--- config.mk ---
export PLATFORM = sky130hd
export DESIGN_NAME = stb_seq_ctrl
export DESIGN_NICKNAME = d
export VERILOG_FILES = /design/src/rtl/stb_seq_pkg.sv /design/src/rtl/stb_seq_timer.sv /design/src/rtl/stb_seq_ctrl.sv
export SDC_FILE = /design/constraint.sdc
export NUM_CORES = 1
export LEC_CHECK = 0
export ABC_AREA = 1
export CORE_MARGIN = 2
export CORE_UTILIZATION = 50
export CTS_BUF_LIST = sky130_fd_sc_hd__clkbuf_16
export DETAILED_ROUTE_END_ITERATION = 10
export PLACE_DENSITY = 0.76
export SYNTH_ARGS = -nofsm -noshare
export SYNTH_HDL_FRONTEND = slang
export SYNTH_SLANG_ARGS = --single-unit
--- constraint.sdc ---
create_clock -name clk_i -period 3.3 [get_ports clk_i]
set_input_delay 0.495 -clock clk_i [delete_from_list [all_inputs] [get_ports clk_i]]
set_output_delay 0.495 -clock clk_i [all_outputs]
set_load 0.01 [all_outputs]
--- src/rtl/stb_seq_pkg.sv ---
// Shared types for the strobe-generator sequencing controller.
package stb_seq_pkg;

    typedef enum logic [2:0] {
        IDLE     = 3'd0,
        GRST     = 3'd1,
        ARM      = 3'd2,
        WAIT_RDY = 3'd3,
        REQ      = 3'd4,
        WAIT_VLD = 3'd5,
        DONE     = 3'd6,
        FAIL     = 3'd7
    } stb_seq_state_e;

    typedef enum logic [1:0] {
        FAIL_NONE = 2'd0,
        FAIL_TMO  = 2'd1,
        FAIL_DET  = 2'd2,
        FAIL_LOST = 2'd3
    } stb_fail_e;

    // A sequence is in progress everywhere except the three resting states.
    function automatic logic is_active(input stb_seq_state_e s);
        return !(s inside {IDLE, DONE, FAIL});
    endfunction

endpackage

--- src/rtl/stb_seq_timer.sv ---
// Loadable up-counter with terminal compare; load restarts the count at 1,
// so hit_o is high during the limit_i-th clock after the load.
module stb_seq_timer #(
    parameter int W = 32
) (
    input  logic         clk_i,
    input  logic         arst_i,
    input  logic         load_i,
    input  logic [W-1:0] limit_i,
    output logic         hit_o
);

    logic [W-1:0] cnt_q, cnt_d;

    assign hit_o = (cnt_q == limit_i);

    // Holding at the terminal value keeps a reached limit from wrapping away.
    always_comb begin
        cnt_d = cnt_q;
        if (load_i) begin
            cnt_d = W'(1);
        end else if (!hit_o) begin
            cnt_d = cnt_q + W'(1);
        end
    end

    always_ff @(posedge clk_i or negedge arst_i) begin
        if (!arst_i) begin
            cnt_q <= '0;
        end else begin
            cnt_q <= cnt_d;
        end
    end

endmodule

--- src/rtl/stb_seq_ctrl.sv ---
// Sequencing controller for one stb_gen: reset, detect with retry, latch period,
// then issue the programmed number of strobe requests.
module stb_seq_ctrl
    import stb_seq_pkg::*;
#(
    parameter int T_CNT_WIDTH = 32,
    parameter int CNT_WIDTH   = 16,
    parameter int RST_CYC     = 4,
    parameter int RUN_CYC     = 42,
    parameter int MAX_RETRY   = 3
) (
    input  logic                   clk_i,
    input  logic                   arst_i,
    input  logic                   start_i,
    input  logic                   abort_i,
    input  logic [CNT_WIDTH-1:0]   cfg_nstb_i,
    input  logic [T_CNT_WIDTH-1:0] cfg_timeout_i,
    output logic                   gen_arst_o,
    output logic                   run_det_o,
    output logic                   oe_o,
    output logic                   stb_req_o,
    input  logic                   rdy_i,
    input  logic                   err_i,
    input  logic                   stb_valid_i,
    input  logic [T_CNT_WIDTH-1:0] stb_period_i,
    output logic                   busy_o,
    output logic                   done_o,
    output logic                   fail_o,
    output logic [1:0]             fail_code_o,
    output logic [T_CNT_WIDTH-1:0] period_o,
    output logic                   period_vld_o,
    output logic [CNT_WIDTH-1:0]   stb_cnt_o,
    output stb_seq_state_e         dbg_state_o
);

    stb_seq_state_e         state_q, state_d;
    logic [2:0]             retry_q, retry_d;
    logic [CNT_WIDTH-1:0]   nstb_q, nstb_d;
    logic [T_CNT_WIDTH-1:0] tmo_q, tmo_d;
    logic [T_CNT_WIDTH-1:0] period_q, period_d;
    logic                   period_vld_q, period_vld_d;
    logic [CNT_WIDTH-1:0]   stb_cnt_q, stb_cnt_d;
    logic                   fail_q, fail_d;
    stb_fail_e              fail_code_q, fail_code_d;
    logic                   done_q, done_d;
    logic                   busy_q;
    logic                   gen_arst_q, run_det_q, oe_q, stb_req_q;

    logic [T_CNT_WIDTH-1:0] tmr_limit;
    logic                   tmr_hit;
    logic                   tmo_hit;
    logic [CNT_WIDTH-1:0]   cnt_inc;

    assign tmr_limit = (state_q == GRST) ? T_CNT_WIDTH'(RST_CYC) :
                       (state_q == ARM)  ? T_CNT_WIDTH'(RUN_CYC) : tmo_q;
    assign tmo_hit   = tmr_hit && (tmo_q != '0);
    assign cnt_inc   = (stb_cnt_q == '1) ? stb_cnt_q : stb_cnt_q + CNT_WIDTH'(1);

    stb_seq_timer #(.W(T_CNT_WIDTH)) u_timer (
        .clk_i   (clk_i),
        .arst_i  (arst_i),
        .load_i  (state_d != state_q),
        .limit_i (tmr_limit),
        .hit_o   (tmr_hit)
    );

    // Handshake: stb_req_o is a one-clock request; the generator answers with a
    // one-clock stb_valid_i, which may coincide with the request clock itself.
    // Only one request is outstanding because REQ is re-entered only after valid.
    always_comb begin
        state_d      = state_q;
        retry_d      = retry_q;
        nstb_d       = nstb_q;
        tmo_d        = tmo_q;
        period_d     = period_q;
        period_vld_d = period_vld_q;
        stb_cnt_d    = stb_cnt_q;
        fail_d       = fail_q;
        fail_code_d  = fail_code_q;
        done_d       = 1'b0;
        if (abort_i) begin
            state_d = IDLE;
        end else begin
            case (state_q)
                IDLE, DONE, FAIL: begin
                    if (start_i) begin
                        state_d      = GRST;
                        fail_d       = 1'b0;
                        fail_code_d  = FAIL_NONE;
                        period_vld_d = 1'b0;
                        stb_cnt_d    = '0;
                        retry_d      = '0;
                        nstb_d       = cfg_nstb_i;
                        tmo_d        = cfg_timeout_i;
                    end
                end
                GRST: if (tmr_hit) state_d = ARM;
                ARM:  if (tmr_hit) state_d = WAIT_RDY;
                WAIT_RDY: begin
                    if (err_i || (!rdy_i && tmo_hit)) begin
                        if (retry_q < 3'(MAX_RETRY)) begin
                            retry_d = retry_q + 3'd1;
                            state_d = GRST;
                        end else begin
                            state_d     = FAIL;
                            fail_d      = 1'b1;
                            fail_code_d = err_i ? FAIL_DET : FAIL_TMO;
                        end
                    end else if (rdy_i) begin
                        period_d     = stb_period_i;
                        period_vld_d = 1'b1;
                        state_d      = REQ;
                    end
                end
                REQ: state_d = WAIT_VLD;
                WAIT_VLD: begin
                    if (err_i || !rdy_i) begin
                        state_d     = FAIL;
                        fail_d      = 1'b1;
                        fail_code_d = FAIL_LOST;
                    end else if (stb_valid_i) begin
                        stb_cnt_d = cnt_inc;
                        if ((nstb_q != '0) && (cnt_inc == nstb_q)) begin
                            state_d = DONE;
                            done_d  = 1'b1;
                        end else begin
                            state_d = REQ;
                        end
                    end else if (tmo_hit) begin
                        state_d     = FAIL;
                        fail_d      = 1'b1;
                        fail_code_d = FAIL_TMO;
                    end
                end
                default: state_d = IDLE;
            endcase
        end
    end

    // Generator controls are registered from the current state, so they trail it by a clock.
    always_ff @(posedge clk_i or negedge arst_i) begin
        if (!arst_i) begin
            state_q      <= IDLE;
            retry_q      <= '0;
            nstb_q       <= '0;
            tmo_q        <= '0;
            period_q     <= '0;
            period_vld_q <= 1'b0;
            stb_cnt_q    <= '0;
            fail_q       <= 1'b0;
            fail_code_q  <= FAIL_NONE;
            done_q       <= 1'b0;
            busy_q       <= 1'b0;
            gen_arst_q   <= 1'b0;
            run_det_q    <= 1'b0;
            oe_q         <= 1'b0;
            stb_req_q    <= 1'b0;
        end else begin
            state_q      <= state_d;
            retry_q      <= retry_d;
            nstb_q       <= nstb_d;
            tmo_q        <= tmo_d;
            period_q     <= period_d;
            period_vld_q <= period_vld_d;
            stb_cnt_q    <= stb_cnt_d;
            fail_q       <= fail_d;
            fail_code_q  <= fail_code_d;
            done_q       <= done_d;
            busy_q       <= is_active(state_d);
            gen_arst_q   <= (state_q != GRST);
            run_det_q    <= (state_q == ARM);
            oe_q         <= (state_q == REQ) || (state_q == WAIT_VLD);
            stb_req_q    <= (state_q == REQ);
        end
    end

    assign gen_arst_o   = gen_arst_q;
    assign run_det_o    = run_det_q;
    assign oe_o         = oe_q;
    assign stb_req_o    = stb_req_q;
    assign busy_o       = busy_q;
    assign done_o       = done_q;
    assign fail_o       = fail_q;
    assign fail_code_o  = fail_code_q;
    assign period_o     = period_q;
    assign period_vld_o = period_vld_q;
    assign stb_cnt_o    = stb_cnt_q;
    assign dbg_state_o  = state_q;

endmodule

# Word-level counts from Yosys, hierarchy flattened
# Cells that the tools add are included.
# totals
regBits	144
in_bits	87
output_inout_bits	61
wordCells	118
# classes
n_eq_ne	25
magnitude_cmp	1
bitwise	2
mux	48
n_reduce_logical	23
addsub	3
# op_table
operator	count
32-bit 2-to-1 mux	4
16-bit 2-to-1 mux	4
3-bit 2-to-1 mux	13
32-bit by 1-bit adder with 32-bit output, second input constant	1
32-bit == test	1
16-bit case mux with 2 select lines	1
32-bit nonzero test	1
3-bit == test, second input constant	6
3-bit case mux with 6 select lines	1
16-bit by 1-bit adder with 16-bit output, second input constant	1
16-bit == test	1
16-bit == test, second input constant	1
2-bit 2-to-1 mux	8
2-bit != test, second input constant	8
16-bit nonzero test	1
5-bit AND reduction	3
1-bit 2-to-1 mux	13
7-bit AND reduction	1
3-bit by 2-bit == test with 1-bit output, second input constant	2
3-bit logical NOT	2
3-bit != test, second input constant	2
2-bit case mux with 3 select lines	1
3-bit case mux with 2 select lines	1
3-bit nonzero test	2
16 further kinds	23

# Logic depth before layout (Yosys ltp)
# logic_depth
ltp_word	13
depth_mapped	25
ltp_nobuf	22

# By module
# From an unflattened synthesis, not the netlist that was laid out.
# hier_totals
cells_unflattened	1162
hier_area_um2	8614.5
# modules_own_cells
mod	cells_each	seq_area_each_um2	n_inst	area_each_um2
stb_seq_ctrl	689	2802.7	1	5680.4
stb_seq_timer	473	800.8	1	2934.1

# Worst setup path after synthesis
# Ideal clock, no wire load.
# synth_path
kind	register to register
start	reg stb_cnt_q[0] (netlist: stb_cnt_o[0])
end	reg u_timer.cnt_q[18]
t_arrival_ps	2624
path_stages_with_launch	22
t_required_ps	3172
setup_ps	128
path_slack_ps	548
period_less_slack_ps	2752
path_buffers	2
path_cell_list	dfrtp_1 ha_1 nand2_1 nor2_1 nand2_1 nor2_4 inv_1 buf_2 o21ai_2 xor2_1 nand3_1 nor2_1 nand3_1 nand2_1 nand2_1 nand3_1 nand2_1 nand2_1 nand2_2 nand2_4 buf_8 nor2_4
# synth_via
elab_chain_len	11
elab_cells_between_ends	13
cone_classes	add/sub (1); eq/ne (4); mux (7); reduce/logical (1)
# synth_rtl
element	line	rtl
start, declared	stb_seq_ctrl.sv:42	logic [CNT_WIDTH-1:0] stb_cnt_q, stb_cnt_d;
start signal, assigned	stb_seq_ctrl.sv:165	stb_cnt_q <= stb_cnt_d;
16-bit by 1-bit adder with 16-bit output or 16-bit == test (tied branches)	stb_seq_ctrl.sv:57	assign cnt_inc = (stb_cnt_q == '1) ? stb_cnt_q : stb_cnt_q + CNT_WIDTH'(1);
16-bit 2-to-1 mux (*)	stb_seq_ctrl.sv:57	
16-bit == test (*)	stb_seq_ctrl.sv:123	if ((nstb_q != '0) && (cnt_inc == nstb_q)) begin
1-bit logical AND (*)	stb_seq_ctrl.sv:123	
2-bit 2-to-1 mux (*)	stb_seq_ctrl.sv:123	
3-bit 2-to-1 mux (*)	stb_seq_ctrl.sv:121	end else if (stb_valid_i) begin
3-bit 2-to-1 mux (*)	stb_seq_ctrl.sv:117	if (err_i || !rdy_i) begin
3-bit case mux with 6 select lines (*)	stb_seq_ctrl.sv:84	case (state_q)
3-bit 2-to-1 mux (*)	stb_seq_ctrl.sv:81	if (abort_i) begin
3-bit != test (*)	stb_seq_ctrl.sv:62	.load_i (state_d != state_q),
2-bit by 1-bit != test with 1-bit output (no line) or 32-bit 2-to-1 mux (tied branches)	--	
end signal, assigned	stb_seq_timer.sv:31	cnt_q <= cnt_d;
end, declared	stb_seq_timer.sv:13	logic [W-1:0] cnt_q, cnt_d;
# Every way passes the cells marked *; elsewhere a longest branch is shown, timed or not.
# A chain may end at the register's enable or synchronous reset.

# Final worst setup path
# layout_path
start	reg stb_cnt_q[0] (netlist: stb_cnt_o[0])
end	reg u_timer.cnt_q[7]
# Same word-level chain as after synthesis.

==> metrics <==
outcome complete, no violations; fin crit share 92.3%; H-Tree Depth 4; PortBufs between 100 and 150; Hold Crit Class in2async; Synth async-reset ratio 100%; critical path class reg2reg; pwr dens 826 mW/mm2; Cells after Synth 1062; Synth Warn # 0; root buffer cell clkbuf_16; final global-route overflow total 0; Die Wd 133 um; most instantiated cells after synthesis nand2_1, dfrtp_1, inv_1, nand3_1, nor2_1; fmax 0.328 GHz; Final Power 0.00883 W; # IOs 148; dominant cell by count in the synthesized netlist nand2_1; fin cells 1446; Hold Violations, Final 0; CP Data Arrival Time 3.36 ns; Final Util 65.2%; # DRC 0; initial core utilization around 50%; setup slack, reg-to-reg 0.25 ns; area grow syn2layout 28.8%; TNS Setup 0 ns; routed via count 7788; measured slew at the worst slew-check pin approximately 0.7 ns; vias in the first global route between 7k and 8k; maximum clock insertion buffer count 2; hold slack roughly 0.085 ns; Worst VDD drop 0.000588 V; Rel. slew slack 53.3%; Synth top area share a little over two fifths; clock skew 0.0168 ns; die height 133 um; hold buffer count at CTS 0; P_leak between 4 and 5 nW; Clk Latency, worst-skew pair between 0.4 and 0.5 ns; share of layout cells above drive strength 1 12.0%; FP Rows 47; mapped cell area 0.00831 mm2; max-slew violations 0; NumNets Final 1303; Distinct cells, synth 36; Initial DRC Count 621; fin crit period 3.05 ns; first-pass GRT wire length ~37 mm; CP Capture Type register; DRT antenna net count 0; syn avg cell area 7.82 um2; CTS sink count 144; main area contributors after synthesis dfrtp_1, nand2_1, nand3_1, inv_1, nor2_4; CTS clk-pin slew, worst paths 0.07 ns; Worst setup SP type register; DRT Pass-1 Iters 6; EDFF count, synth 0; core box area 0.0164 mm2; Setup-failing EPs final 0; CTS buffer count 17; Mapped Nets 1152; CTS tree done; HPWL Detailed approximately 16 mm; largest net degree at the start of global routing 73; Synth area leader dfrtp_1; sequential fraction of the synthesis area 43.4%; Cells after DPL 1410; most common flop cell mapped by yosys dfrtp_1; Total GRT Usage 26.2%; die area 0.0177 mm2; WP data required 3.61 ns; DR vias/cell around 5.4; Max Cap Viol 0; RSZ-0062 raised after global routing false; antenna violations before repair 0; filler instances 1385; Wirelength per Cell 15.5 um; Yosys reg bits around 140; Diodes inserted 0; Max FO, Critical Path 9; GP Congestion 0.962; final WL 22.4 mm
flip-flops by register name, indices dropped and copies added, names as in the netlist:
signal and flops:
period_o 32, run_det_o 1, tmo_q 32, done_o 1
period_vld_o 1, busy_o 1, stb_req_o 1, retry_q 3
u_timer.cnt_q 32, stb_cnt_o 16, nstb_q 16, fail_code_o 2
fail_o 1, dbg_state_o 3, oe_o 1, gen_arst_o 1
layout by cell type, fill, tap and decap left out, types with 2 or more instances in the layout:
cell,n
a21oi_1,11
nand2_2,4
a211oi_1,2
inv_1,103
nor2_4,34
o22ai_1,6
nand4_1,58
dfrtp_2,2
clkinv_8,3
inv_6,3
nor4_1,13
inv_8,6
nor2_2,4
nor3_1,14
buf_12,5
mux2_2,32
nor2_1,71
clkinvlp_4,3
o21ai_0,42
ha_1,2
buf_4,17
nand3_2,3
o21ai_1,3
buf_8,2
clkbuf_16,17
clkdlybuf4s50_1,146
dfrtp_1,142
xor2_1,34
nand2_1,326
nand3_1,99
inv_2,6
where the power goes:
group | leakage (nW) | switching (W) | total, W | internal [W]
registers | 1.89 | 0.000478 | 0.00281 | 0.00233
logic | 2.67 | 0.00244 | 0.00411 | 0.00167
clock network | 0.284 | 0.000899 | 0.00191 | 0.00102
through the flow:
stage               setup WS, ns  instance area (um2)
floorplan                  0.548                 8310
global placement           0.226                10000
detailed placement         0.130                10000
CTS                       0.0981                10600
global route             0.00870                10700
finish                     0.254                10700
metal layers:
layer  GRT usage, %  up-vias  share of wire [%]
met5              0        -                  0
met4           8.54        0                2.3
met3           7.20       45                7.9
met2           42.5      330                 47
met1           34.2     3652                 43
li1               -     3761                  -
path summary, 6_finish.rpt:
kind                         startpoint               end  cells after the start
hold / removal                   arst_i          tmo_q[9]                      1
hold reg to reg            period_vld_o      period_vld_o                      2
setup / recovery           stb_cnt_o[0]  u_timer.cnt_q[7]                     21
setup reg to reg           stb_cnt_o[0]  u_timer.cnt_q[7]                     21
max in group asynchronous        arst_i      stb_cnt_o[7]                      2
min in group clk_i         period_vld_o      period_vld_o                      2
critical path, stage by stage (launching register included):
cell and delay, ns:
dfrtp_2 0.44, ha_4 0.18, nand2_1 0.07, nor2_1 0.13, nand2_2 0.11, nor2_4 0.18, clkinvlp_4 0.21, buf_4 0.21
nand2_1 0.10, xor2_1 0.22, nand2_1 0.08, nor2_1 0.10, nand3_1 0.09, nand2_1 0.07, nand2_1 0.04, nand3_1 0.12
nand2_2 0.09, nand2_1 0.08, nand2_2 0.07, nand2_4 0.12, buf_12 0.18, nor2_4 0.04
area by class of cell:
class                      instances  area, um2  share of cell area, %
inverter                         111        420                   3.93
multi-input combinational        768       4080                   38.1
sequential                       144       3610                   33.7
clock inverter                    15        163                   1.52
clock buffer                      17        425                   3.98
timing repair buffer             171       1730                   16.2
tap                              220        275                   2.57
cell families (layout without fill, tap and decap cells):
family / after synthesis / count (layout) / synth area share [%]
AND/OR/NAND/NOR: 629 / 629 / 35.8
buffers and inverters: 150 / 314 / 7.89
flip-flops: 144 / 144 / 43.4
AO/OA/AOI/OAI: 70 / 70 / 4.58
XOR/XNOR: 34 / 34 / 3.59
multiplexers: 32 / 32 / 4.34
adder cells (fa/ha/maj): 3 / 3 / 0.452
what timing repair did:
action                     4_1_cts  5_1_grt
buffers inserted                 0        4
gates resized for setup          0       16
setup endpoints to repair        0       32
Note: power is estimated with default switching activity, not from simulation.
